**config.mk**
```make
export PLATFORM = sky130hd
export DESIGN_NAME = multiplier_4bit_seq
export DESIGN_NICKNAME = d
export VERILOG_FILES = /design/src/rtl/multiplier_4bit_seq.sv
export SDC_FILE = /design/constraint.sdc
export NUM_CORES = 1
export LEC_CHECK = 0
export ABC_AREA = 1
export CORE_MARGIN = 5
export CORE_UTILIZATION = 54
export DETAILED_ROUTE_END_ITERATION = 7
export GPL_TIMING_DRIVEN = 0
export HOLD_SLACK_MARGIN = 0.02
export PLACE_DENSITY = 0.82
export RECOVER_POWER = 50
export SYNTH_ARGS = -nofsm -noshare
export SYNTH_HDL_FRONTEND = slang
export SYNTH_SLANG_ARGS = --single-unit
```
**constraint.sdc**
```tcl
create_clock -name clk -period 1.9 [get_ports clk]
set_input_delay 0.475 -clock clk [delete_from_list [all_inputs] [get_ports clk]]
set_output_delay 0.475 -clock clk [all_outputs]
set_load 0.02 [all_outputs]
```
**src/rtl/multiplier_4bit_seq.sv**
```systemverilog
// Sequential shift-and-add multiply-accumulate: a = q*b + r over W cycles.
// Inverse/checker path for the combinational divider (start/busy/done handshake).
module multiplier_4bit_seq #(
  parameter int W = 4
) (
  input  logic           clk,
  input  logic           rst,
  input  logic           start,
  input  logic [W-1:0]   q,
  input  logic [W-1:0]   b,
  input  logic [W-1:0]   r,
  output logic           busy,
  output logic           done,
  output logic [2*W-1:0] a
);

  localparam int CW = $clog2(W + 1);

  typedef enum logic [1:0] {
    IDLE = 2'd0,
    CALC = 2'd1,
    DONE = 2'd2
  } state_t;

  state_t           state_r;
  logic [W-1:0]     mq_r;
  logic [2*W-1:0]   mb_r;
  logic [2*W-1:0]   acc_r;
  logic [CW-1:0]    cnt_r;
  logic [2*W-1:0]   sum_s;

  // Conditional partial-product add for the current multiplier bit
  always_comb begin
    sum_s = acc_r;
    if (mq_r[0]) begin
      sum_s = acc_r + mb_r;
    end else begin
      sum_s = acc_r;
    end
  end

  // Control FSM, datapath registers and registered outputs
  always_ff @(posedge clk) begin
    if (rst) begin
      state_r <= IDLE;
      mq_r    <= {W{1'b0}};
      mb_r    <= {(2*W){1'b0}};
      acc_r   <= {(2*W){1'b0}};
      cnt_r   <= {CW{1'b0}};
      a       <= {(2*W){1'b0}};
      busy    <= 1'b0;
      done    <= 1'b0;
    end else begin
      case (state_r)
        IDLE, DONE: begin
          done <= 1'b0;
          if (start) begin
            state_r <= CALC;
            mq_r    <= q;
            mb_r    <= {{W{1'b0}}, b};
            acc_r   <= {{W{1'b0}}, r};
            cnt_r   <= {CW{1'b0}};
            busy    <= 1'b1;
          end else begin
            state_r <= IDLE;
            busy    <= 1'b0;
          end
        end
        CALC: begin
          // start is deliberately ignored here; no queueing
          acc_r <= sum_s;
          mq_r  <= {1'b0, mq_r[W-1:1]};
          mb_r  <= {mb_r[2*W-2:0], 1'b0};
          cnt_r <= cnt_r + {{(CW-1){1'b0}}, 1'b1};
          if (cnt_r == CW'(W - 1)) begin
            state_r <= DONE;
            a       <= sum_s;
            busy    <= 1'b0;
            done    <= 1'b1;
          end else begin
            state_r <= CALC;
            busy    <= 1'b1;
            done    <= 1'b0;
          end
        end
        default: begin
          state_r <= IDLE;
          busy    <= 1'b0;
          done    <= 1'b0;
        end
      endcase
    end
  end

endmodule

```
# Word level (Yosys, flattened, before mapping)
# Cells that the tools add are included.
[totals] ff_bits=35 input_bits=15 output_inout_bits=10 wordCells=37
[op_classes] add_sub_neg=2 n_eq_ne=4 n_mux=16 bitwise=1 reduce_logical=6
[ops] op="case mux 8 bit (2 select lines)" count=2
[ops] op="two-way mux 8 bit" count=3
[ops] op="adder 8 bit" count=1
[ops] op="case mux 4 bit (2 select lines)" count=1
[ops] op="case mux 3 bit (2 select lines)" count=1
[ops] op="two-way mux 1 bit" count=4
[ops] op="two-way mux 4 bit" count=1
[ops] op="case mux 2 bit (2 select lines)" count=1
[ops] op="AND reduction 2 bit" count=2
[ops] op="OR reduction 2 bit" count=2
[ops] op="adder 3 x 1 -> 3 bit, second input constant" count=1
[ops] op="== test 3 x 2 -> 1 bit, second input constant" count=1
[ops] op="two-way mux 3 bit" count=1
[ops] op="== test 2 x 1 -> 1 bit, second input constant" count=1
[ops] op="== test 2 bit, second input constant" count=1
[ops] op="logical NOT 2 bit" count=1
[ops] op="two-way mux 2 bit" count=1
[ops] op="inequality test 2 bit, second input constant" count=1
[ops] op="case mux 1 bit (2 select lines)" count=1
[ops] op="nonzero test 2 bit" count=1
[ops] op="inverter 1 bit" count=1

# Logic depth before layout (Yosys ltp)
# Gate-level depths: netlist of the first run.
[logic_depth] depth_word=4 depth_mapped=14 mapped_depth_nobuf=14

# Worst setup path before layout of the first run
# No wires, ideal clock.
[synth_path] kind="register to register" from="register mb_r[0]" to="register a[6]" setup_time_ns=0.109 arrival_time_ns=1.520 required_ns=1.791 setup_slack_ns=0.271 path_stages_with_launch=14 n_path_buf=0 synth_period_minus_slack_ns=1.629 cell_sequence="dfxtp_1 ha_1 inv_1 fa_1 inv_1 nand2_1 nand2_1 nand3b_1 nand3_1 nand3_1 nand2_1 nand2_1 nand2_1 inv_1"
[synth_via] elab_chain_cells=2
[synth_rtl] item="from (decl)" line="27" rtl="logic [2*W-1:0] mb_r;"
[synth_rtl] item="from (signal assigned)" line="47" rtl="mb_r <= {(2*W){1'b0}};"
[synth_rtl] item="from (signal assigned)" line="60" rtl="mb_r <= {{W{1'b0}}, b};"
[synth_rtl] item="from (signal assigned)" line="73" rtl="mb_r <= {mb_r[2*W-2:0], 1'b0};"
[synth_rtl] item="adder 8 bit" line="36" rtl="sum_s = acc_r + mb_r;"
[synth_rtl] item="two-way mux 8 bit" line="35" rtl="if (mq_r[0]) begin"
[synth_rtl] item="to (signal assigned)" line="50" rtl="a <= {(2*W){1'b0}};"
[synth_rtl] item="to (signal assigned)" line="77" rtl="a <= sum_s;"
[synth_rtl] item="to (decl)" line="14" rtl="output logic [2*W-1:0] a"
# Every way passes these cells.
# A chain may end at the register's enable or synchronous reset.

# Worst setup path in the final report of the first run
[layout_path] from="register a[2]" to="output port a[2]"
# No word-level cell between the ends.

==> flow_summary.toml, run 1 <==
[global_route]
grt-busiest-layer = "met2"
grtUsageMet3 = 0.0416
grt_pass1_vias = 1558
met2_usage = 0.321
antenna_found_initial = 0
grt_max_degree = 11
grt-ovfl-total = 0
grt_pass1_wl_um = 6870
grtUsageMet1 = 0.258
grt_usage = 0.198

[sta]
fin_crit_ns = 1.77
period_share = 0.934
worst_pin_slew_ns = 0.494
setup_tns_ns = 0
rsz0062_at_grt = "no"
setup_viol = 0
drv_slew = 0
skew_ns = 0.00791
relSlewSlack = 0.671
hold_viol_final = 0
max_freq_ghz = 0.564

[routing]
postRouteWirelength_um = 3940
drtAntennaViolNets = 0
vias = 1596
drtIter0Drc = 70
dr.pass1.iters = 4
vias_per_cell = 5.00
drt-wirelength-per-cell_um = 12.4
drc = 0

[synth]
netlist_area_sq_um = 1800
synth_top_area_cell = "dfxtp_1"
synth_area_leaders = "dfxtp_1 38%, nand2_1 13%, ha_1 6.3%"
synth_warnings = 0
syn_inst = 239
synth_nets = 264
avgSynthCellArea_sq_um = 7.53
ys_ff_latch = 34
synth-seq-area-share = 0.378
ys_types = 36
synth_top_area_share = 0.378

[cells_and_area]
fin_area_sq_um = 2160
post-route-util = 0.656
multiInputGateArea_sq_um = 941
layout_common_cells = "64 x nand2_1, 32 x dfxtp_1, 24 x inv_1, 23 x clkdlybuf4s50_1, 21 x nor2_1"
num_antenna_cells = 0
drive_above_1_share = 0.121
final_common_cell = "nand2_1"
synthToLayoutAreaGrowth_pct = 19.8
final_cells = 319
regArea_sq_um = 683
fin_nets = 297
fillers = 275

[floorplanning]
start_util = 0.548
die_width_um = 67.7
pin_count = 25
die_h_um = 67.7
rows = 21
dieArea_sq_um = 4590
coreArea_sq_um = 3280

[place]
hpwl_um = 2920
placed_area_sq_um = 2100
placed_cells = 309
io_buffers = 24
place_congestion = 0.842

[clock_network]
cts_sinks = 34
worstSkewPairLatency_ns = 0.33
numCtsBuffers = 5
clockBufferDepth = 2
ctsHtreeMaxLevel = 2
cts_tree = "yes"
path_clk_slew_ns = 0.10
cts_root_buffer = "clkbuf_4"

[worst_hold_path]
hold_end = "mq_r[3]"
hold_depth = 2
hp-start = "mq_r[3]"
hold_path.class = "flip-flop to flip-flop"

[setup_path]
reg2reg_slack_ns = 0.16
cpPeakStageDelay_ns = 0.61
worst_r2r_startpoint = "mb_r[0]"
crit_family = "buffers and inverters"
critPathArrivalTime_ns = 1.30
critPathBufInv = 1
critPathKind = "flip-flop to primary output"
rr_endpoint = "a[6]"
startpoint_type = "flip-flop"
required_ns = 1.42
cp_slowest_cell = "clkdlybuf4s50_1"
path_cells = "clkdlybuf4s50_1"
cp_max_fo = 2
end_kind = "primary output"
reg2regPathDepth = 13

[job]
cap_violations = 0

[power_and_ir_drop]
p_leak_nw = 0.940
finalPower_w = 0.00148
power_density_nw_per_um2 = 686
ir_drop_mv = 0.457

[run_status]
status = "complete, no violations"
per-stage QoR:
step	worst slack, ns	hold WS (ns)
6_report	0.126	0.470
5_1_grt	0.00141	0.487
4_1_cts	0.0514	0.479
3_5_place_dp	-0.0119	0.462
3_3_place_gp	0.00967	0.445
2_1_floorplan	0.271	0.429
routing by layer:
metal | routed length, um | vias up | share of wire
li1 | - | 840 | -
met5 | 0 | - | 0
met3 | 145 | 6 | 0.037
met4 | 66 | 0 | 0.017
met2 | 1730 | 33 | 0.44
met1 | 2000 | 717 | 0.51
sequential cells by signal, summed over array words and instances, names as in the netlist:
| signal | cells |
|---|---|
| mq_r | 4 |
| a | 8 |
| state_r | 2 |
| acc_r | 8 |
| mb_r | 8 |
| done | 1 |
| cnt_r | 3 |
what timing repair did:
action / CTS / global route
hold buffers: 0 / 0
resized for setup: 0 / 7
endpoints found under the setup margin: 0 / 5
buffers inserted: 0 / 2
cell usage after synthesis:
cell,number
a2111oi_2,1
a211oi_2,3
a21oi_1,16
a21oi_2,1
a22oi_1,1
a31oi_1,2
buf_12,1
buf_2,3
clkbuf_1,2
dfxtp_1,34
fa_1,1
ha_1,9
inv_1,25
inv_2,2
inv_4,1
inv_6,1
nand2_1,63
nand2_4,2
nand2_8,1
nand3_1,13
nand3_2,1
nand3b_1,2
nor2_1,21
nor2_8,1
nor3_1,2
o21a_1,4
o21ai_0,11
o21ai_1,3
o21ai_2,1
o21bai_1,2
o221ai_1,1
o22ai_1,1
o2bb2ai_1,1
or2_1,2
or2_2,3
xnor2_1,1
layout make-up:
type	instances	share of cell area
buffer	6	0.0197
inverter	29	0.0540
clock inverter	1	0.00232
tap	46	0.0267
sequential	34	0.317
timing repair buffer	26	0.118
clock buffer	7	0.0255
multi-input combinational	170	0.436
worst reg2reg max path, cell delays in order, from the launching register on:
cell and delay (ns):
dfxtp_2 0.37, ha_4 0.14, inv_1 0.04, fa_1 0.37, inv_2 0.07, nand2_2 0.05, nand2_2 0.08, nand3b_1 0.10
nand3_1 0.08, nand3_1 0.08, nand2_1 0.10, nand2_1 0.05, nand2_1 0.06, inv_1 0.04
where the power goes:
| part | switching, W | internal, W |
|---|---|---|
| registers | 0.0000249 | 0.000745 |
| clock network | 0.000238 | 0.000179 |
| logic | 0.000170 | 0.000120 |
how the worst max path moves through the flow:
stage / depth (start not counted) / endpoint / from / slack, ns
floorplan: 13 / a[6] / mb_r[0] / 0.27
global placement: 4 / done / rst / 0.01
detailed placement: 4 / done / rst / -0.01
CTS: 13 / a[6] / mb_r[0] / 0.05
finish: 1 / a[2] / a[2] / 0.13
global route: 13 / a[6] / mb_r[0] / 0.001
kinds of logic after synthesis:
| group | count (synthesis) | synth area share |
|---|---|---|
| flip-flops | 34 | 0.378 |
| buffers and inverters | 35 | 0.0883 |
| adder cells (fa/ha/maj) | 10 | 0.0737 |
| XOR/XNOR | 1 | 0.00487 |
| AO/OA/AOI/OAI | 48 | 0.172 |
| AND/OR/NAND/NOR | 111 | 0.283 |
(Power assumes the default switching activity.)
==> run 2, diff against run 1 <==
--- a/config.mk
+++ b/config.mk
@@ -6,7 +6,6 @@
 export NUM_CORES = 1
 export LEC_CHECK = 0
 export ABC_AREA = 1
-export CORE_MARGIN = 5
 export CORE_UTILIZATION = 54
 export DETAILED_ROUTE_END_ITERATION = 7
 export GPL_TIMING_DRIVEN = 0
==> flow_summary.toml, run 2 (synthesis results as in run 1) <==
[run_status]
status = "complete, no violations"

[setup_path]
required_ns = 1.42
path_cells = "clkdlybuf4s50_1"
worst_r2r_startpoint = "acc_r[0]"
cp_slowest_cell = "clkdlybuf4s50_1"
reg2regPathDepth = 13
end_kind = "primary output"
crit_family = "buffers and inverters"
critPathArrivalTime_ns = 1.30
startpoint_type = "flip-flop"
cpPeakStageDelay_ns = 0.61
critPathBufInv = 1
critPathKind = "flip-flop to primary output"
rr_endpoint = "a[6]"
reg2reg_slack_ns = 0.14
cp_max_fo = 2

[place]
place_congestion = 0.797
placed_area_sq_um = 2090
hpwl_um = 2770
pre_cts_ws_ns = 0.0260
io_buffers = 24

[clock_network]
path_clk_slew_ns = 0.10
cts_tree = "yes"
numCtsBuffers = 5
worstSkewPairLatency_ns = 0.34
cts_sinks = 34
ctsHtreeMaxLevel = 2
clockBufferDepth = 2
cts_hold_buf = 0
cts_root_buffer = "clkbuf_4"

[routing]
postRouteWirelength_um = 3870
dr.pass1.iters = 4
drtAntennaViolNets = 0
drt-wirelength-per-cell_um = 12.2
vias = 1598
drtIter0Drc = 112
vias_per_cell = 5.06
drc = 0

[cells_and_area]
largestRegisters = "a: 8 flops, acc_r: 8 flops, mb_r: 8 flops"
num_antenna_cells = 0
fin_nets = 296
synthToLayoutAreaGrowth_pct = 20.0
fin_area_sq_um = 2160
layout_common_cells = "63 x nand2_1, 32 x dfxtp_1, 24 x inv_1, 23 x clkdlybuf4s50_1, 21 x nor2_1"
drive_above_1_share = 0.129
fillers = 294
final_common_cell = "nand2_1"

[global_route]
grt_pass1_vias = 1486
grt-ovfl-total = 0
grt_usage = 0.255
grt_max_degree = 11
antenna_found_initial = 0
grt_pass1_wl_um = 6620

[worst_hold_path]
hp-start = "mq_r[3]"
hold_path.class = "flip-flop to flip-flop"
hold_depth = 2
hold_end = "mq_r[3]"

[sta]
setup_tns_ns = 0
skew_ns = 0.00746
relSlewSlack = 0.676
rsz0062_at_grt = "no"
period_share = 0.933
fin_crit_ns = 1.77
setup_viol = 0
max_freq_ghz = 0.564
worst_pin_slew_ns = 0.485
drv_slew = 0
hold_viol_final = 0
timing.hold.ws_ns = 0.464
final.setup.worst_slack_ns = 0.127

[power_and_ir_drop]
ir_drop_mv = 0.504
power_density_nw_per_um2 = 685
finalPower_w = 0.00148
p_leak_nw = 0.937

[floorplanning]
rows = 20
dieArea_sq_um = 3570
die_width_um = 59.7
die_h_um = 59.7
coreArea_sq_um = 3100
pin_count = 25
start_util = 0.580

[job]
cap_violations = 0
[run 2: per-stage QoR]
| step | utilization | std cells |
|---|---|---|
| after floorplan | - | 239 |
| after global placement | 0.675 | 307 |
| after detailed placement | 0.675 | 307 |
| after CTS | 0.695 | 315 |
| after global routing | 0.696 | 316 |
| final | 0.696 | 316 |
[run 2: timing repair]
item	in CTS	in global routing
endpoints found under the hold margin	0	0
setup endpoints to repair	1	5
pin swaps	0	6
setup buffers	0	1
gates resized for setup	1	10
[run 2: how the worst max path moves through the flow]
stage / startpoint / cells after the start / slack (ns) / to
6_report: a[4] / 1 / 0.13 / a[4]
5_1_grt: acc_r[0] / 13 / 0.01 / a[6]
3_5_place_dp: rst / 4 / 0.03 / a[1]
3_3_place_gp: rst / 4 / 0.02 / a[1]
2_1_floorplan: mb_r[0] / 13 / 0.27 / a[6]
4_1_cts: mb_r[0] / 13 / 0.006 / a[6]
[run 2: routing by layer]
metal  track usage  vias up  share of wire
met5             0        -              0
met4        0.0698        0          0.012
met3        0.0649        6          0.039
met2         0.384       25           0.44
met1         0.361      726           0.51
li1              -      841              -
[run 2: where the power goes]
| part | total (W) | switching [W] | internal (W) |
|---|---|---|---|
| Sequential | 0.000770 | 0.0000250 | 0.000745 |
| Clock | 0.000418 | 0.000239 | 0.000179 |
| Combinational | 0.000291 | 0.000172 | 0.000118 |
[run 2: layout make-up]
cell class              count  area (sq um)  area share
clock inverters             1          5.00     0.00232
repair buffers             25           248       0.115
flip-flops and latches     34           686       0.318
multi-input cells         170           951       0.441
inverters                  29           116      0.0539
plain buffers               6          42.5      0.0197
well taps                  44          55.1      0.0255
clock buffers               7          55.1      0.0255
==> run 3, diff against run 2 <==
--- a/config.mk
+++ b/config.mk
@@ -6,11 +6,13 @@
 export NUM_CORES = 1
 export LEC_CHECK = 0
 export ABC_AREA = 1
-export CORE_UTILIZATION = 54
+export CAP_MARGIN = 10
+export CORE_UTILIZATION = 57
 export DETAILED_ROUTE_END_ITERATION = 7
+export DONT_BUFFER_PORTS = 1
 export GPL_TIMING_DRIVEN = 0
 export HOLD_SLACK_MARGIN = 0.02
-export PLACE_DENSITY = 0.82
+export PLACE_DENSITY = 0.75
 export RECOVER_POWER = 50
 export SYNTH_ARGS = -nofsm -noshare
 export SYNTH_HDL_FRONTEND = slang
==> constraint.sdc (replaced) <==
create_clock -name clk -period 1.9 [get_ports clk]
set_input_delay 0.475 -clock clk [delete_from_list [all_inputs] [get_ports clk]]
set_output_delay 0.475 -clock clk [all_outputs]
set_load 0.01 [all_outputs]
==> flow_summary.toml, run 3 (synthesis results as in run 1) <==
[run_status]
status = "complete, no violations"

[global_route]
antenna_found_initial = 0
grt-ovfl-total = 0
grt_pass1_wl_um = 6470
grtUsageMet1 = 0.333
grt-busiest-layer = "met2"
grt_usage = 0.258
grt_max_degree = 11
grtUsageMet3 = 0.0714
met2_usage = 0.404
grt_pass1_vias = 1431

[clock_network]
ctsHtreeMaxLevel = 2
cts_resized = 0
worstSkewPairLatency_ns = 0.33
clockBufferDepth = 2
cts_root_buffer = "clkbuf_4"
post-cts-setup-buffers = 0
cts_sinks = 34
cts_hold_buf = 0
numCtsBuffers = 5
path_clk_slew_ns = 0.09
cts_tree = "yes"

[setup_path]
path_cells = "ha_4, inv_1, fa_1, inv_2, nand2_2, nand2_2, nand3b_1, nand3_1, nand3_1, nand2_1, nand2_1, nand2_1, inv_1"
cpPeakStageDelay_ns = 0.38
critPathBufInv = 3
critPathArrivalTime_ns = 1.99
rr_endpoint = "a[6]"
cp_max_fo = 3
required_ns = 2.14
worst_r2r_startpoint = "mb_r[0]"
crit_family = "simple AND/OR/NAND/NOR gates"
reg2regPathDepth = 13
cp_slowest_cell = "dfxtp_4"
critPathKind = "flip-flop to flip-flop"
reg2reg_slack_ns = 0.14
startpoint_type = "flip-flop"
cpMostUsedCell = "nand2_1"
end_kind = "flip-flop"

[sta]
setup_viol = 0
final.setup.worst_slack_ns = 0.144
max_freq_ghz = 0.570
fin_crit_ns = 1.76
period_share = 0.924
worst_pin_slew_ns = 0.483
skew_ns = 0.00915
timing.hold.ws_ns = 0.278
drv_slew = 0
relSlewSlack = 0.678
hold_viol_final = 0

[worst_hold_path]
hold_end = "mb_r[0]"
hold_path.class = "primary input to flip-flop"
hold_depth = 2
hp-start = "b[0]"

[routing]
drc = 0
vias = 1536
drtIter0Drc = 62
vias_per_cell = 5.31
drtAntennaViolNets = 0
dr.pass1.iters = 5
drt-wirelength-per-cell_um = 13.3
postRouteWirelength_um = 3840

[cells_and_area]
largestRegisters = "a: 8 flops, acc_r: 8 flops, mb_r: 8 flops"
final_cells = 289
synthToLayoutAreaGrowth_pct = 5.91
drive_above_1_share = 0.127
final_common_cell = "nand2_1"
layout_common_cells = "62 x nand2_1, 32 x dfxtp_1, 25 x inv_1, 21 x nor2_1, 16 x a21oi_1"
fin_area_sq_um = 1910
fin_nets = 271
num_antenna_cells = 0

[floorplanning]
coreArea_sq_um = 3030
die_h_um = 58.2
pin_count = 25
die_width_um = 58.2
dieArea_sq_um = 3390
start_util = 0.594
rows = 20

[power_and_ir_drop]
swShare = 0.293
p_leak_nw = 0.851
p_int_w = 0.00100
combPwrFrac = 0.179
ir_drop_mv = 0.523
power_density_nw_per_um2 = 742
switchingPower_w = 0.000414
p_seq_frac = 0.546
power.share.clock = 0.276

[place]
placed_area_sq_um = 1850
place_congestion = 0.767
pre_cts_ws_ns = 0.0570
io_buffers = 0
placed_cells = 283
hpwl_um = 2840

[job]
cap_violations = 0
==> run 3: metal layers <==
metal	share of wire	vias to the layer above
met5	0	-
met4	0.024	0
met3	0.068	9
met2	0.44	45
met1	0.46	693
li1	-	789
==> run 3: through the flow <==
stage / utilization / setup TNS, ns / total power (W)
after detailed placement: 0.612 / 0 / 0.00104
after floorplan: - / 0 / 0.000986
final: 0.629 / 0 / 0.00141
after CTS: 0.629 / 0 / 0.00144
after global placement: 0.612 / 0 / 0.00104
after global routing: 0.629 / -0.000829 / 0.00149
==> run 3: layout make-up <==
cell class | count | area, sq um
plain buffers | 6 | 42.5
multi-input cells | 170 | 955
inverters | 29 | 116
well taps | 44 | 55.1
fillers | 286 | 1120
clock buffers | 6 | 51.3
flip-flops and latches | 34 | 686
==> run 3: how the worst max path moves through the flow <==
stage,endpoint,cells after the start,from
2_1_floorplan,a[6],13,mb_r[0]
3_3_place_gp,a[6],13,mb_r[0]
3_5_place_dp,a[6],13,mb_r[0]
4_1_cts,a[6],13,mb_r[0]
5_1_grt,a[6],13,mb_r[0]
6_report,a[6],13,mb_r[0]
==> run 3: power by group through the flow <==
stage | clock network, W | logic, W | registers [W]
global route | 0.000424 | 0.000286 | 0.000775
floorplan | 0 | 0.000207 | 0.000779
global placement | 0 | 0.000255 | 0.000786
finish | 0.000390 | 0.000253 | 0.000772
CTS | 0.000407 | 0.000259 | 0.000770
detailed placement | 0 | 0.000258 | 0.000787
==> run 3: worst reg2reg max path, delay by kind of cell (launching register included) <==
kind | cells | cell delay, ns
AND/OR/NAND/NOR | 8 | 0.63
buffers and inverters | 3 | 0.14
flip-flops | 1 | 0.38
adder cells (fa/ha/maj) | 2 | 0.51
